$ cat src/rtl/traffic_pkg.sv
// Shared types and constants for the two-approach intersection controller.
// Phase encoding, 7-segment codes (active-low, dp off) and lamp patterns.
package traffic_pkg;

   typedef enum logic [2:0] {
      MAIN_GREEN  = 3'd0,
      MAIN_YELLOW = 3'd1,
      ALL_RED_1   = 3'd2,
      SIDE_GREEN  = 3'd3,
      SIDE_YELLOW = 3'd4,
      ALL_RED_2   = 3'd5,
      FLASH       = 3'd6
   } state_e;

   localparam logic [7:0] SEG_0     = 8'hC0;
   localparam logic [7:0] SEG_1     = 8'hF9;
   localparam logic [7:0] SEG_2     = 8'hA4;
   localparam logic [7:0] SEG_3     = 8'hB0;
   localparam logic [7:0] SEG_4     = 8'h99;
   localparam logic [7:0] SEG_5     = 8'h92;
   localparam logic [7:0] SEG_6     = 8'h82;
   localparam logic [7:0] SEG_7     = 8'hF8;
   localparam logic [7:0] SEG_8     = 8'h80;
   localparam logic [7:0] SEG_9     = 8'h90;
   localparam logic [7:0] SEG_BLANK = 8'hFF;

   localparam logic [2:0] LAMP_RED    = 3'b100;
   localparam logic [2:0] LAMP_YELLOW = 3'b010;
   localparam logic [2:0] LAMP_GREEN  = 3'b001;
   localparam logic [2:0] LAMP_OFF    = 3'b000;

endpackage

$ cat src/rtl/seg7_decoder.sv
// Single decimal digit to active-low 7-segment pattern.
// Codes above 9 produce a blank digit.
module seg7_decoder
   import traffic_pkg::*;
(
   input  logic [3:0] digit_i,
   output logic [7:0] seg_o
);

   always_comb begin
      seg_o = SEG_BLANK;
      case (digit_i)
         4'd0:    seg_o = SEG_0;
         4'd1:    seg_o = SEG_1;
         4'd2:    seg_o = SEG_2;
         4'd3:    seg_o = SEG_3;
         4'd4:    seg_o = SEG_4;
         4'd5:    seg_o = SEG_5;
         4'd6:    seg_o = SEG_6;
         4'd7:    seg_o = SEG_7;
         4'd8:    seg_o = SEG_8;
         4'd9:    seg_o = SEG_9;
         default: seg_o = SEG_BLANK;
      endcase
   end

endmodule

$ cat src/rtl/traffic_intersection_ctrl.sv
// Main/side intersection controller with night flash and 2-digit countdown.
// Define TRAFFIC_PED_REQ_EN to enable the pedestrian request latch.
module traffic_intersection_ctrl
   import traffic_pkg::*;
#(
   parameter int CLKS_PER_SEC  = 10_000_000,
   parameter int T_MAIN_GREEN  = 15,
   parameter int T_MAIN_YELLOW = 3,
   parameter int T_SIDE_GREEN  = 10,
   parameter int T_SIDE_YELLOW = 3,
   parameter int T_ALLRED      = 2,
   parameter int PED_SHORTEN   = 5
) (
   input  logic        clk,
   input  logic        rst,
   input  logic        night_mode,
   input  logic        ped_req,
   output logic [2:0]  main_rgy,
   output logic [2:0]  side_rgy,
   output logic        ped_walk,
   output logic [15:0] display_led,
   output logic        timer_load,
   output logic [6:0]  timer,
   output logic [2:0]  phase
);

   localparam int CW = (CLKS_PER_SEC > 2) ? $clog2(CLKS_PER_SEC) : 1;
   localparam logic [CW-1:0] CNT_MAX = CW'(CLKS_PER_SEC - 1);
   localparam logic [6:0] T_MG  = 7'(T_MAIN_GREEN);
   localparam logic [6:0] T_MY  = 7'(T_MAIN_YELLOW);
   localparam logic [6:0] T_SG  = 7'(T_SIDE_GREEN);
   localparam logic [6:0] T_SY  = 7'(T_SIDE_YELLOW);
   localparam logic [6:0] T_AR  = 7'(T_ALLRED);
   localparam logic [6:0] T_CAP = 7'(PED_SHORTEN);

   logic [CW-1:0] cnt_q, cnt_d;
   state_e        state_q, state_d;
   logic [6:0]    timer_q, timer_d;
   logic          tload_q, tload_d;
   logic          blink_q, blink_d;
   logic          ped_q, ped_d;
   logic          walk_q, walk_d;
   logic          tick;
   logic          ped_set;
   logic [3:0]    tens, units;
   logic [7:0]    seg_t, seg_u;

`ifdef TRAFFIC_PED_REQ_EN
   assign ped_set = ped_q | ped_req;
`else
   logic unused_ped;
   assign unused_ped = ped_req;
   assign ped_set    = ped_q;
`endif

   assign tick  = (cnt_q == CNT_MAX);
   assign cnt_d = tick ? '0 : cnt_q + 1'b1;

   always_ff @(posedge clk) begin
      if (rst) begin
         cnt_q   <= '0;
         state_q <= ALL_RED_2;
         timer_q <= T_AR;
         tload_q <= 1'b0;
         blink_q <= 1'b0;
         ped_q   <= 1'b0;
         walk_q  <= 1'b0;
      end else begin
         cnt_q   <= cnt_d;
         state_q <= state_d;
         timer_q <= timer_d;
         tload_q <= tload_d;
         blink_q <= blink_d;
         ped_q   <= ped_d;
         walk_q  <= walk_d;
      end
   end

   always_comb begin
      state_d = state_q;
      timer_d = timer_q;
      tload_d = 1'b0;
      blink_d = blink_q;
      ped_d   = ped_set;
      walk_d  = walk_q;
      if (tick) begin
         if (state_q == FLASH) begin
            blink_d = ~blink_q;
            if (!night_mode) begin
               state_d = ALL_RED_2;
               timer_d = T_AR;
               tload_d = 1'b1;
            end
         end else if (timer_q > 7'd1) begin
            timer_d = timer_q - 7'd1;
         end else begin
            tload_d = 1'b1;
            case (state_q)
               MAIN_GREEN:  begin state_d = MAIN_YELLOW; timer_d = T_MY; end
               MAIN_YELLOW: begin state_d = ALL_RED_1;   timer_d = T_AR; end
               ALL_RED_1:   begin state_d = SIDE_GREEN;  timer_d = T_SG; end
               SIDE_GREEN:  begin state_d = SIDE_YELLOW; timer_d = T_SY; end
               SIDE_YELLOW: begin state_d = ALL_RED_2;   timer_d = T_AR; end
               default:     begin state_d = MAIN_GREEN;  timer_d = T_MG; end
            endcase
            // Night request only takes effect at the end of a clearance phase
            if ((state_q == ALL_RED_1 || state_q == ALL_RED_2) && night_mode) begin
               state_d = FLASH;
               timer_d = 7'd0;
               blink_d = 1'b1;
            end
         end
      end
      if (state_q == MAIN_GREEN && state_d == MAIN_GREEN
          && ped_set && timer_q > T_CAP)
         timer_d = T_CAP;
      if (state_d == SIDE_GREEN && state_q != SIDE_GREEN) begin
         walk_d = ped_set;
         ped_d  = 1'b0;
      end else if (state_d != SIDE_GREEN) begin
         walk_d = 1'b0;
      end
   end

   always_comb begin
      main_rgy = LAMP_RED;
      side_rgy = LAMP_RED;
      case (state_q)
         MAIN_GREEN:  main_rgy = LAMP_GREEN;
         MAIN_YELLOW: main_rgy = LAMP_YELLOW;
         SIDE_GREEN:  side_rgy = LAMP_GREEN;
         SIDE_YELLOW: side_rgy = LAMP_YELLOW;
         FLASH: begin
            main_rgy = blink_q ? LAMP_YELLOW : LAMP_OFF;
            side_rgy = blink_q ? LAMP_RED : LAMP_OFF;
         end
         default: ;
      endcase
   end

   assign tens  = 4'(timer_q / 7'd10);
   assign units = 4'(timer_q % 7'd10);

   seg7_decoder u_seg_tens (.digit_i(tens),  .seg_o(seg_t));
   seg7_decoder u_seg_units(.digit_i(units), .seg_o(seg_u));

   assign display_led = (state_q == FLASH) ? {SEG_BLANK, SEG_BLANK}
                                           : {seg_t, seg_u};
   assign timer_load  = tload_q;
   assign timer       = timer_q;
   assign phase       = state_q;
   assign ped_walk    = walk_q;

endmodule

$ cat config.mk
export PLATFORM = sky130hd
export DESIGN_NAME = traffic_intersection_ctrl
export DESIGN_NICKNAME = d
export VERILOG_FILES = /design/src/rtl/traffic_pkg.sv /design/src/rtl/seg7_decoder.sv /design/src/rtl/traffic_intersection_ctrl.sv
export SDC_FILE = /design/constraint.sdc
export NUM_CORES = 1
export LEC_CHECK = 0
export ABC_AREA = 1
export ABC_CLOCK_PERIOD_IN_PS = 5600
export CAP_MARGIN = 40
export CORE_MARGIN = 4
export CORE_UTILIZATION = 55
export DETAILED_ROUTE_END_ITERATION = 10
export PLACE_DENSITY = 0.8
export SLEW_MARGIN = 20
export SYNTH_ARGS = -nofsm -noshare
export SYNTH_HDL_FRONTEND = slang
export SYNTH_SLANG_ARGS = --single-unit
$ cat constraint.sdc
create_clock -name clk -period 5.6 [get_ports clk]
set_input_delay 1.12 -clock clk [delete_from_list [all_inputs] [get_ports clk]]
set_output_delay 1.12 -clock clk [all_outputs]
set_load 0.005 [all_outputs]
# Word-level counts from Yosys, hierarchy flattened
# Memories as Yosys holds them, arrays and structs flattened.
# Index checks and enable logic that the tools add are counted.
# op_classes
n_addsub	2
div_mod_pow	2
order_cmp	1
n_eq_ne	12
mux	25
bitwise_logic	2
reduce_logical	12
# ops
cell	n
$mux W7	4
$add A24 B1 Y24 const B	1
$eq A24 B24 Y1 const B	1
$mux W3	7
$pmux W3 S3	2
$mux W16	1
$pmux W3 S5	1
$pmux W4 S3	1
$eq A3 B2 Y1 const B	3
$eq A3 B3 Y1 const B	3
$mux W1	8
$reduce_or A2 Y1	4
$div A7 B4 Y7 const B	1
$gt A7 B1 Y1 const B	1
$mod A7 B4 Y7 const B	1
$sub A7 B1 Y7 const B	1
$ne A3 B2 Y1 const B	2
$ne A2 B2 Y1 const B	2
$reduce_bool A2 Y1	2
$eq A3 B1 Y1 const B	1
$logic_not A3 Y1	1
$reduce_and A3 Y1	1
$logic_and A1 B1 Y1	2
$mux W2	1
3 further kinds	4
# word_totals
ff_bits	37
rom_bits	224
inputBits	4
output_inout_bits	34
word_cells	65
memories	2
# memory_table
memory	depth	width	read_ports	rd_ports_with_merged_regs	wr	line_no	text
(no name shown)	16	7	1	0	0	seg7_decoder.sv:12	case (digit_i)
(no name shown)	16	7	1	0	0	seg7_decoder.sv:12	

# Longest topological paths before layout
# depth
depth_word	10
depth_mapped	25
depth_no_buf	25

# Modules after synthesis
# From an unflattened synthesis, not the netlist that was laid out.
# hier_totals
cells_unflattened	447
area_unflattened_um2	2962.8
# by_module_without_submodules
module	n_inst	cells_per_inst	area_each_um2	seq_area_each_um2
traffic_intersection_ctrl	1	373	2565.0	720.7
seg7_decoder	2	37	198.9	0.0

# Worst setup path after synthesis
# No wires, ideal clock.
# synth_path
path_type	register to output
from	register timer_q[4], in the netlist timer[4]
to	output port display_led[3]
t_arrival_ns	2.575
required_ns	4.480
slack_ns	1.905
path_stages_with_launch	25
path_buffers	0
cell_sequence	dfxtp_1 -> inv_2 -> nand3_1 -> nand3_2 -> nand2_2 -> nand2_2 -> nand2_2 -> nand2_1 -> inv_2 -> nand2_4 -> nand2_4 -> nand2_2 -> nand2_1 -> clkinv_1 -> ha_1 -> inv_1 -> nand3_4 -> nand3_4 -> nand2_1 -> nand2_1 -> ha_1 -> inv_1 -> nand3_1 -> nand3_1 -> nand3_2
# synth_between
elab_chain_cells	3
# synth_rtl
item	line_no	text
start, declared	traffic_intersection_ctrl.sv:38	logic [6:0] timer_q, timer_d;
start signal, assigned	traffic_intersection_ctrl.sv:71	timer_q <= timer_d;
$mod A7 B4 Y7	traffic_intersection_ctrl.sv:142	assign units = 4'(timer_q % 7'd10);
$mem_v2 Z16 W7	--	
$mux W16	traffic_intersection_ctrl.sv:147	assign display_led = (state_q == FLASH) ? {SEG_BLANK, SEG_BLANK}
end, declared	traffic_intersection_ctrl.sv:21	output logic [15:0] display_led,
# No other way between the ends.

# Worst setup path in the final report
# Same ends and word-level chain as after synthesis.

==> results.sh <==
export IMPL_clock_skew_ns=0.005515
export IMPL_grt_usage_pct=21.23
export IMPL_r2r_end="phase[2]"
export IMPL_first_iter_violations=139
export IMPL_cts_buffers=5
export IMPL_antenna_found_initial=0
export IMPL_startpoint_type="flop"
export IMPL_io_pins=38
export IMPL_combPwrFrac_pct=3.0
export IMPL_syn_area_mm2=0.002775
export IMPL_hold_path_class="flop to flop"
export IMPL_n_fill_cell=446
export IMPL_reg2reg_slack_ns=3.27
export IMPL_swShare_pct=20.82
export IMPL_r2r_start="phase[0]"
export IMPL_ff_latch_area_um2=720.7
export IMPL_worstHoldPathCells=1
export IMPL_routed_wl_mm=6.079
export IMPL_vias_per_cell=5.280
export IMPL_post_route_period_util_pct=84.81
export IMPL_area_growth_pct=17.31
export IMPL_ir_worst_vdd_v=0.0001427
export IMPL_setup_viol=0
export IMPL_cp_required_ns=4.48
export IMPL_die_area_mm2=0.006247
export IMPL_port_buffers=33
export IMPL_grt_pass1_vias=2557
export IMPL_holdWs_ns=0.4717
export IMPL_initial_core_util_pct=57.61
export IMPL_finalHoldViolCount=0
export IMPL_cts_setup_buffers=0
export IMPL_clockBufferDepth=2
export IMPL_hp_start="cnt_q[0]"
export IMPL_cts_sinks=36
export IMPL_design_area_mm2=0.003256
export IMPL_crit_buf_inv=6
export IMPL_synth_ff_type="dfxtp_1"
export IMPL_rows=25
export IMPL_avgSynthCellArea_um2=6.720
export IMPL_ant_nets=0
export IMPL_p_seq_share_pct=55.2
export IMPL_slew_viol_final=0
export IMPL_tightest_slew_ns=0.6159
export IMPL_clock_latency_ns=0.29
export IMPL_coreArea_mm2=0.004817
export IMPL_fmax_mhz=210.5
export IMPL_place_area_mm2=0.003159
export IMPL_cp_arrival_ns=3.63
export IMPL_layout_cells_non_filler=514
export IMPL_dpl_hpwl_mm=4.748
export IMPL_grt_max_degree=16
export IMPL_grt_pass1_wl_mm=11.03
export IMPL_syn_inst=413
export IMPL_cpMaxStageDelayCell="clkdlybuf4s50_1"
export IMPL_synth_edf_count=0
export IMPL_cts_tree="built"
export IMPL_dp_cells=507
export IMPL_synth_cell_types=40
export IMPL_worst_setup_path_type="flop to primary output"
export IMPL_htree_levels=2
export IMPL_synth_seq_cells=36
export IMPL_max_stage_delay_ns=0.47
export IMPL_path_clk_slew_ns=0.07
export IMPL_ys_warnings_count=0
export IMPL_multi_input_area_mm2=0.001754
export IMPL_gr_total_overflow=0
export IMPL_slew_headroom_pct=58.89
export IMPL_min_period_ns=4.749
export IMPL_root_buffer="clkbuf_8"
export IMPL_worstSetupEndpointType="primary output"
export IMPL_intPower_uw=372.1
export IMPL_crit_family="simple AND/OR/NAND/NOR gates"
export IMPL_switching_power_uw=97.81
export IMPL_die_h_um=79.04
export IMPL_die_w_um=79.04
export IMPL_tns_ns=0
export IMPL_whs_endpoint="cnt_q[0]"
export IMPL_p_clk_share_pct=41.8
export IMPL_rsz0062_at_grt="no"
export IMPL_final_nets=467
export IMPL_power_density_mw_per_mm2=144.3
export IMPL_cts_resized=0
export IMPL_synthArstFlopShare_pct=0
export IMPL_drive_above_1_share_pct=12.98
export IMPL_drt_pass1_iterations=4
export IMPL_synth_seq_area_share_pct=25.97
export IMPL_wl_per_cell_um=11.83
export IMPL_rr_worst_depth=10
export IMPL_gp_congestion=0.8468
export IMPL_vias=2714
export IMPL_worst_path_max_fanout=8
export IMPL_cts_hold_buffers=0
export IMPL_diodes=0
export IMPL_status="finished, final reports clean"
export IMPL_power_leakage_uw=0.001424
export IMPL_drc_errors=0
export IMPL_maxCapViolations=0
==> metrics by stage <==
stage | utilization [%] | total power [uW] | setup WS (ns)
final | 67.58 | 469.9 | 0.8505
after floorplan | - | 275.3 | 1.905
after CTS | 67.58 | 473.7 | 0.8571
after global routing | 67.58 | 486.4 | 0.4485
after global placement | 65.58 | 278.5 | 1.233
after detailed placement | 65.58 | 278.9 | 1.176
==> cell families (layout without fill, tap and decap cells) <==
group / Yosys count / after routing / share of synthesized area [%]
buf+inv: 78 / 111 / 10.96
compound gates: 61 / 61 / 12.22
xor+xnor: 7 / 7 / 2.209
simple gates: 213 / 213 / 41.16
flops: 36 / 36 / 25.97
fa+ha+maj: 16 / 16 / 7.214
other cells: 2 / 3 / 0.2706
==> layer usage <==
layer	vias up	GRT usage (%)	wire (um)
met5	-	0	0
met4	0	7.560	106
met3	10	2.608	290
met2	75	36.20	2822
met1	1215	27.46	2858
li1	1414	-	-
==> worst max-delay path by stage <==
stage,cells after the start,to,startpoint
floorplan,24,display_led[3],timer[4]
global placement,23,display_led[3],timer[6]
detailed placement,25,display_led[3],timer[4]
CTS,25,display_led[3],timer[4]
global route,25,display_led[3],timer[4]
finish,25,display_led[3],timer[4]
==> power groups by stage <==
stage	sequential [uW]	combinational (uW)	clock, uW
5_1_grt	259	16.4	211
4_1_cts	259	13.9	200
3_5_place_dp	265	13.8	0
2_1_floorplan	265	10.5	0
3_3_place_gp	265	13.6	0
6_report	259	14.0	197
==> sequential cells by signal, indices dropped and copies added, names as in the netlist <==
name / flops
cnt_q: 24
timer: 7
phase: 3
blink_q: 1
timer_load: 1
==> cells in the mapped netlist (4+ instances only) <==
master | count | area (um^2)
nand2_4 | 6 | 67.56
nand3_1 | 31 | 155.2
nor2_1 | 39 | 146.4
ha_1 | 16 | 200.2
nor2_2 | 4 | 25.02
dfxtp_1 | 36 | 720.7
clkbuf_1 | 4 | 15.01
nand2_2 | 12 | 75.07
o21ai_0 | 17 | 85.08
a21oi_1 | 28 | 140.1
inv_2 | 7 | 26.28
nand2_1 | 70 | 262.8
nor3_1 | 11 | 55.05
xor2_1 | 7 | 61.31
nor4_1 | 7 | 43.79
nand4_1 | 10 | 62.56
nand3_2 | 10 | 100.1
inv_1 | 62 | 232.7
==> layout by cell type (no fill, tap or decap), types with 2 or more instances in the layout <==
| master | netlist | layout |
|---|---|---|
| nand2_4 | 6 | 6 |
| inv_2 | 7 | 7 |
| nor2_2 | 4 | 4 |
| clkbuf_8 | 0 | 7 |
| nand2_1 | 70 | 70 |
| nand3_1 | 31 | 31 |
| clkdlybuf4s50_1 | 0 | 33 |
| nand4_1 | 10 | 10 |
| o21ai_0 | 17 | 17 |
| a21oi_1 | 28 | 28 |
| nand2_2 | 12 | 12 |
| nand3_2 | 10 | 10 |
| a31oi_1 | 3 | 3 |
| xor2_1 | 7 | 7 |
| nor4_2 | 2 | 2 |
| ha_1 | 16 | 16 |
| conb_1 | 2 | 3 |
| nor2_1 | 39 | 39 |
| a211oi_1 | 2 | 2 |
| or2_2 | 2 | 2 |
| o21ai_1 | 3 | 3 |
| o211ai_1 | 2 | 2 |
| nor3_1 | 11 | 11 |
| nor3b_1 | 3 | 3 |
| nor4_1 | 7 | 7 |
| dfxtp_1 | 36 | 36 |
| nand3_4 | 2 | 2 |
| inv_1 | 62 | 62 |
==> cell type report <==
class / instances / share of cell area [%]
Sequential cell: 36 / 22.14
Tap cell: 67 / 2.575
Clock buffer: 7 / 2.959
Multi-Input combinational cell: 300 / 53.88
Timing Repair Buffer: 34 / 10.38
Inverter: 70 / 8.071
==> worst reg2reg max path: stages (launching register included) <==
cell	delay [ns]
dfxtp_1	0.38
inv_1	0.12
nand2_1	0.07
nor2_1	0.08
inv_1	0.47
nor2_1	0.18
nor2_1	0.26
inv_1	0.13
o21ai_1	0.35
nor2_1	0.08
a31oi_1	0.14
Note: power is estimated with default switching activity, not from simulation.
